## src/rtl/nibble_serial_adder_pkg.sv

```systemverilog
// Shared types and constants for the nibble-serial adder: FSM states, slice
// width and the index-width helper.
package nibble_serial_adder_pkg;

  localparam int NIB_W = 4;

  typedef enum logic [1:0] {
    IDLE = 2'd0,
    RUN  = 2'd1,
    DONE = 2'd2
  } state_t;

  // A single-nibble index still needs one bit to exist as a register.
  function automatic int idx_width(input int nib);
    return (nib <= 1) ? 1 : $clog2(nib);
  endfunction

endpackage

```

## src/rtl/nibble_serial_adder_if.sv

```systemverilog
// Operand request and result channels of the nibble-serial adder.
interface nibble_serial_adder_if #(
  parameter int WIDTH = 16
);

  // Both channels: a transfer happens on a rising edge where valid and ready
  // are both high; the producer holds its payload stable until that edge.
  logic             in_valid;
  logic             in_ready;
  logic [WIDTH-1:0] a;
  logic [WIDTH-1:0] b;
  logic             cin;
  logic             out_valid;
  logic             out_ready;
  logic [WIDTH-1:0] sum;
  logic             cout;
  logic             ovf;

  modport master (
    output in_valid, a, b, cin, out_ready,
    input  in_ready, out_valid, sum, cout, ovf
  );

  modport slave (
    input  in_valid, a, b, cin, out_ready,
    output in_ready, out_valid, sum, cout, ovf
  );

endinterface

```

## src/rtl/nibble_serial_adder_carryskip.sv

```systemverilog
// 4-bit carry-skip adder slice: ripple carry with a bypass when every bit
// propagates.
module Carryskip_Adder (
  input  logic [3:0] a_i,
  input  logic [3:0] b_i,
  input  logic       cin_i,
  output logic [3:0] sum_o,
  output logic       cout_o
);

  logic [3:0] p;
  logic [3:0] g;
  logic [4:0] c;

  always_comb begin
    p    = a_i ^ b_i;
    g    = a_i & b_i;
    c    = '0;
    c[0] = cin_i;
    for (int i = 0; i < 4; i++) begin
      c[i+1] = g[i] | (p[i] & c[i]);
    end
    sum_o  = p ^ c[3:0];
    cout_o = (&p) ? cin_i : c[4];
  end

endmodule

```

## src/rtl/nibble_serial_adder.sv

```systemverilog
// Multi-cycle WIDTH-bit adder that streams operands through one 4-bit
// carry-skip slice, LSB nibble first, with the carry registered in between.
module nibble_serial_adder
  import nibble_serial_adder_pkg::*;
#(
  parameter int WIDTH = 16
) (
  input  logic                  clk,
  input  logic                  rst,
  nibble_serial_adder_if.slave  bus,
  output state_t                dbg_state_o
);

  localparam int NIB   = WIDTH / NIB_W;
  localparam int IDX_W = idx_width(NIB);
  localparam logic [IDX_W-1:0] IDX_LAST = IDX_W'(NIB - 1);

  state_t             state_q, state_d;
  logic [IDX_W-1:0]   idx_q, idx_d;
  logic               carry_q, carry_d;
  logic [WIDTH-1:0]   a_q, a_d;
  logic [WIDTH-1:0]   b_q, b_d;
  logic [WIDTH-1:0]   sum_q, sum_d;
  logic               cout_q, cout_d;
  logic               ovf_q, ovf_d;

  logic [NIB_W-1:0]   slice_a;
  logic [NIB_W-1:0]   slice_b;
  logic [NIB_W-1:0]   slice_sum;
  logic               slice_cout;

  assign slice_a = a_q[NIB_W*idx_q +: NIB_W];
  assign slice_b = b_q[NIB_W*idx_q +: NIB_W];

  Carryskip_Adder u_slice (
    .a_i    (slice_a),
    .b_i    (slice_b),
    .cin_i  (carry_q),
    .sum_o  (slice_sum),
    .cout_o (slice_cout)
  );

  always_ff @(posedge clk) begin
    if (rst) begin
      state_q <= IDLE;
      idx_q   <= '0;
      carry_q <= 1'b0;
      a_q     <= '0;
      b_q     <= '0;
      sum_q   <= '0;
      cout_q  <= 1'b0;
      ovf_q   <= 1'b0;
    end else begin
      state_q <= state_d;
      idx_q   <= idx_d;
      carry_q <= carry_d;
      a_q     <= a_d;
      b_q     <= b_d;
      sum_q   <= sum_d;
      cout_q  <= cout_d;
      ovf_q   <= ovf_d;
    end
  end

  always_comb begin
    state_d = state_q;
    idx_d   = idx_q;
    carry_d = carry_q;
    a_d     = a_q;
    b_d     = b_q;
    sum_d   = sum_q;
    cout_d  = cout_q;
    ovf_d   = ovf_q;
    case (state_q)
      IDLE: begin
        if (bus.in_valid) begin
          a_d     = bus.a;
          b_d     = bus.b;
          carry_d = bus.cin;
          idx_d   = '0;
          state_d = RUN;
        end
      end
      RUN: begin
        sum_d[NIB_W*idx_q +: NIB_W] = slice_sum;
        carry_d = slice_cout;
        if (idx_q == IDX_LAST) begin
          // Slice sum bit 3 is the final sum MSB on the last nibble.
          cout_d  = slice_cout;
          ovf_d   = (a_q[WIDTH-1] == b_q[WIDTH-1]) &&
                    (slice_sum[NIB_W-1] != a_q[WIDTH-1]);
          state_d = DONE;
        end else begin
          idx_d = idx_q + IDX_W'(1);
        end
      end
      DONE: begin
        if (bus.out_ready) begin
          state_d = IDLE;
        end
      end
      default: state_d = IDLE;
    endcase
  end

  assign bus.in_ready  = (state_q == IDLE) && !rst;
  assign bus.out_valid = (state_q == DONE);
  assign bus.sum       = sum_q;
  assign bus.cout      = cout_q;
  assign bus.ovf       = ovf_q;
  assign dbg_state_o   = state_q;

endmodule
```

## src/flat_wrapper.sv

```systemverilog
// flat-port wrapper written by rule: the top's interface ports become plain ports
module nibble_serial_adder_flat import nibble_serial_adder_pkg::*;
#(
  parameter int WIDTH = 16
)
  (clk, rst, dbg_state_o, bus_in_valid, bus_a, bus_b, bus_cin, bus_out_ready, bus_in_ready, bus_out_valid, bus_sum, bus_cout, bus_ovf);
  nibble_serial_adder_if #(.WIDTH(WIDTH)) bus_i ();
  input  logic clk;
  input  logic rst;
  output state_t dbg_state_o;
  input wire logic [$bits(bus_i.in_valid)-1:0] bus_in_valid;
  input wire logic [$bits(bus_i.a)-1:0] bus_a;
  input wire logic [$bits(bus_i.b)-1:0] bus_b;
  input wire logic [$bits(bus_i.cin)-1:0] bus_cin;
  input wire logic [$bits(bus_i.out_ready)-1:0] bus_out_ready;
  output wire logic [$bits(bus_i.in_ready)-1:0] bus_in_ready;
  output wire logic [$bits(bus_i.out_valid)-1:0] bus_out_valid;
  output wire logic [$bits(bus_i.sum)-1:0] bus_sum;
  output wire logic [$bits(bus_i.cout)-1:0] bus_cout;
  output wire logic [$bits(bus_i.ovf)-1:0] bus_ovf;
  assign bus_i.in_valid = bus_in_valid;
  assign bus_i.a = bus_a;
  assign bus_i.b = bus_b;
  assign bus_i.cin = bus_cin;
  assign bus_i.out_ready = bus_out_ready;
  assign bus_in_ready = bus_i.in_ready;
  assign bus_out_valid = bus_i.out_valid;
  assign bus_sum = bus_i.sum;
  assign bus_cout = bus_i.cout;
  assign bus_ovf = bus_i.ovf;
  nibble_serial_adder #(.WIDTH(WIDTH)) u_core (.clk(clk), .rst(rst), .bus(bus_i), .dbg_state_o(dbg_state_o));
endmodule
```

## config.mk

```make
export PLATFORM = sky130hd
export DESIGN_NAME = nibble_serial_adder_flat
export DESIGN_NICKNAME = d
export VERILOG_FILES = /design/src/rtl/nibble_serial_adder_pkg.sv /design/src/rtl/nibble_serial_adder_if.sv /design/src/rtl/nibble_serial_adder_carryskip.sv /design/src/rtl/nibble_serial_adder.sv /design/src/flat_wrapper.sv
export SDC_FILE = /design/constraint.sdc
export NUM_CORES = 1
export LEC_CHECK = 0
export BUFFER_PORTS_ARGS = -buffer_cell sky130_fd_sc_hd__buf_2
export CAP_MARGIN = 10
export CORE_UTILIZATION = 39
export DETAILED_ROUTE_END_ITERATION = 16
export GPL_ROUTABILITY_DRIVEN = 0
export PLACE_DENSITY = 0.61
export SYNTH_ARGS = -nofsm -noshare
export SYNTH_HDL_FRONTEND = slang
export SYNTH_SLANG_ARGS = --single-unit
```

## constraint.sdc

```tcl
create_clock -name clk -period 4.5 [get_ports clk]
set_input_delay 0.9 -clock clk [delete_from_list [all_inputs] [get_ports clk]]
set_output_delay 0.9 -clock clk [all_outputs]
set_load 0.01 [all_outputs]
```

==> reports/results.ini <==
[outcome]
status=completed

[setup_path]
reg2reg_from=u_core.idx_q[0]$_SDFFE_PP0P_
cp_top_family=adder cells
r2r_end=u_core.bus.ovf$_SDFFE_PP0P_
r2r_cells=10
cp_slowest_stage_delay_ns=0.59
arrival_ns=3.44
start_kind=flip-flop
endpoint_kind=flip-flop
cp_cell_sequence=mux4_2 > fa_1 > inv_1 > fa_1 > fa_1 > inv_1 > fa_1 > and3b_1 > a21oi_1 > a311oi_1
cp_max_fo=7
rrSetupSlack_ns=1.28
cp_common_cell=fa_1
worstPathBufferInverterCount=2
critical_path_required_ns=4.72
critPathSlowestCell=mux4_2
critPathKind=flip-flop to flip-flop

[power_and_ir_drop]
power.total_w=0.000940
ir_worst_vdd_uv=158
power_leakage_nw=1.22
power.density_mw_per_mm2=318

[timing]
fin_crit_sh=0.715
finalSetupViolCount=0
hold_slack_ns=0.456
rsz0062_at_grt=false
tns_ns=0
min_period_ns=3.22
hold_viol_final=0
relSlewSlack=0.259
max_freq_mhz=311
finalClockSkew_ns=0.00777
max_slew.worst_pin.slew_ns=1.11
slew_violations=0

[finish]
design_area_mm2=0.00295
diodes=0
area_growth_pct=14.8
final_cells=410
nNetsFinal=384
drive_gt1_frac=0.237

[clock_tree]
root_buffer=clkbuf_8
cts.reportedPaths.clkPinSlew_ns=0.09
post_cts_buffers=0
cts.sinks=55
cts_resized=0
cts_tree=done
clkLatencyLatePin_ns=0.31
cts_made_buffers=5
cts_buffer_depth=2
ctsHoldBuffers=0
h-tree-depth=2

[place]
port_buffers=58
dp_hpwl_mm=3.94
place_area_mm2=0.00287
dp.cells=403

[floorplan]
initial_utilization=0.405
dieArea_mm2=0.00692
die_y_um=83.2
ioPinCount=59
core.rowCount=29
core_mm2=0.00635
die_w_um=83.2

[routing]
num_vias=2126
postRouteAntennaNets=0
routedWlPerCell_um=13.9
drc=0
drt_iter0_drc=129
vias_per_cell=5.19
first_pass_iters=4
totalWireLength_mm=5.68

[grt]
grt_max_degree=57
grt_pass1_vias=2037
track_usage=0.175
grt_pass1_wl_mm=9.77
antenna_found_initial=0
grt_overflow=0

[synth]
synth_top_area_frac=0.428
synth-seq-area-share=0.428
synth_area_mm2=0.00257
synth.avg_cell_area_um2=9.02
syn_inst=285
synthFlopType=dfxtp_1
synth_cell_type_count=32
ys_seq_elements=55
synth.largest_area_cell=dfxtp_1
synth_edf_count=0
ys_warn_count=0
synth_area_leaders=dfxtp_1, nand2_1, a21oi_1, mux4_2, ha_1
synth_nets=336
async_flop_share=0

[hold_path]
hold_depth=2
hp-class=flip-flop to flip-flop
holdPathEnd=u_core.bus.sum[10]$_SDFFE_PP0P_
hold_start=u_core.bus.sum[10]$_SDFFE_PP0P_

[run]
drv_cap=0

[metal layers]
metal / part of all wire / global-route usage / wire length [um] / vias up
met5: 0 / 0 / 0 / -
met2: 0.48 / 0.286 / 2710 / 41
li1: - / - / - / 1079
met3: 0.032 / 0.0447 / 182 / 4
met4: 0.0055 / 0.0423 / 31 / 0
met1: 0.48 / 0.230 / 2750 / 1002
[worst max-delay path by stage]
stage                                       from                     endpoint  slack (ns)  cells after the start
floorplan           u_core.idx_q[0]$_SDFFE_PP0P_  u_core.bus.ovf$_SDFFE_PP0P_        1.39                     12
global placement    u_core.idx_q[0]$_SDFFE_PP0P_  u_core.bus.ovf$_SDFFE_PP0P_        1.36                     10
detailed placement  u_core.idx_q[0]$_SDFFE_PP0P_  u_core.bus.ovf$_SDFFE_PP0P_        1.29                     10
CTS                 u_core.idx_q[0]$_SDFFE_PP0P_  u_core.bus.ovf$_SDFFE_PP0P_        1.27                     10
global route        u_core.idx_q[0]$_SDFFE_PP0P_  u_core.bus.ovf$_SDFFE_PP0P_        1.05                     10
finish              u_core.idx_q[0]$_SDFFE_PP0P_  u_core.bus.ovf$_SDFFE_PP0P_        1.28                     10
[worst reg2reg max path, stage by stage, from the launching register on]
cell,delay (ns)
dfxtp_1,0.57
mux4_2,0.59
fa_1,0.39
inv_1,0.07
fa_1,0.18
fa_1,0.16
inv_1,0.05
fa_1,0.55
and3b_1,0.26
a21oi_1,0.04
a311oi_1,0.28
[through the flow]
| step | setup WS (ns) | utilization |
|---|---|---|
| detailed placement | 1.29 | 0.451 |
| global route | 1.05 | 0.465 |
| CTS | 1.27 | 0.465 |
| finish | 1.28 | 0.465 |
| floorplan | 1.39 | - |
| global placement | 1.36 | 0.451 |
[cells in the mapped netlist (2+ instances only)]
library cell,count
and4bb_2,2
a21oi_1,43
a311oi_1,2
mux4_2,8
a32oi_1,10
dfxtp_1,55
nor2b_1,3
nand3_1,8
nor3_1,2
inv_1,12
clkbuf_1,7
and3b_1,2
nand4_1,3
ha_1,10
buf_2,7
or3_1,2
fa_1,4
nand2_1,71
mux2i_1,2
nand3b_1,4
buf_6,4
nor3b_2,2
nor2_1,12
or3b_1,2
[cell families after synthesis]
kind of cell,Yosys count,synth area share
flops,55,0.428
simple gates,117,0.219
buf+inv,31,0.0618
fa+ha+maj,14,0.0798
mux,10,0.0779
compound gates,58,0.133
[registers in the layout (all words and copies together) (netlist names)]
name and cells:
u_core.idx_q 2, u_core.a_q 16, u_core.b_q 16, u_core.bus.ovf 1
u_core.carry_q 1, u_core.bus.sum 16, u_core.dbg_state_o 2, u_core.bus.cout 1
[placed cells by master (no fill, tap or decap), types with 2 or more instances in the layout]
cell / instances
fa_1: 4
a311oi_1: 2
a32oi_1: 10
or3_1: 2
and4bb_2: 2
nand4_1: 3
mux4_2: 8
a21oi_1: 43
nor2_1: 12
dfxtp_1: 55
or3b_1: 2
and3b_1: 2
buf_2: 58
mux2i_1: 2
nor2b_1: 3
nand3_1: 8
clkbuf_8: 6
nand2_1: 71
nand3b_1: 4
buf_4: 2
ha_1: 10
nor3_1: 2
inv_1: 12
[layout make-up]
| cell class | instances | area [um2] |
|---|---|---|
| tap | 77 | 96.3 |
| multi-input combinational | 199 | 1320 |
| timing repair buffer | 60 | 305 |
| fill | 641 | 3400 |
| sequential | 55 | 1100 |
| inverter | 12 | 45.0 |
| clock inverter | 1 | 5.00 |
| clock buffer | 6 | 82.6 |
[report_power, final]
part / total (W) / switching (W) / internal [W]
Clock: 0.000275 / 0.000154 / 0.000121
Combinational: 0.000138 / 0.0000787 / 0.0000597
Sequential: 0.000527 / 0.0000194 / 0.000507
Total: 0.000940 / 0.000252 / 0.000688
No activity file was read; power rests on OpenSTA's default activity.
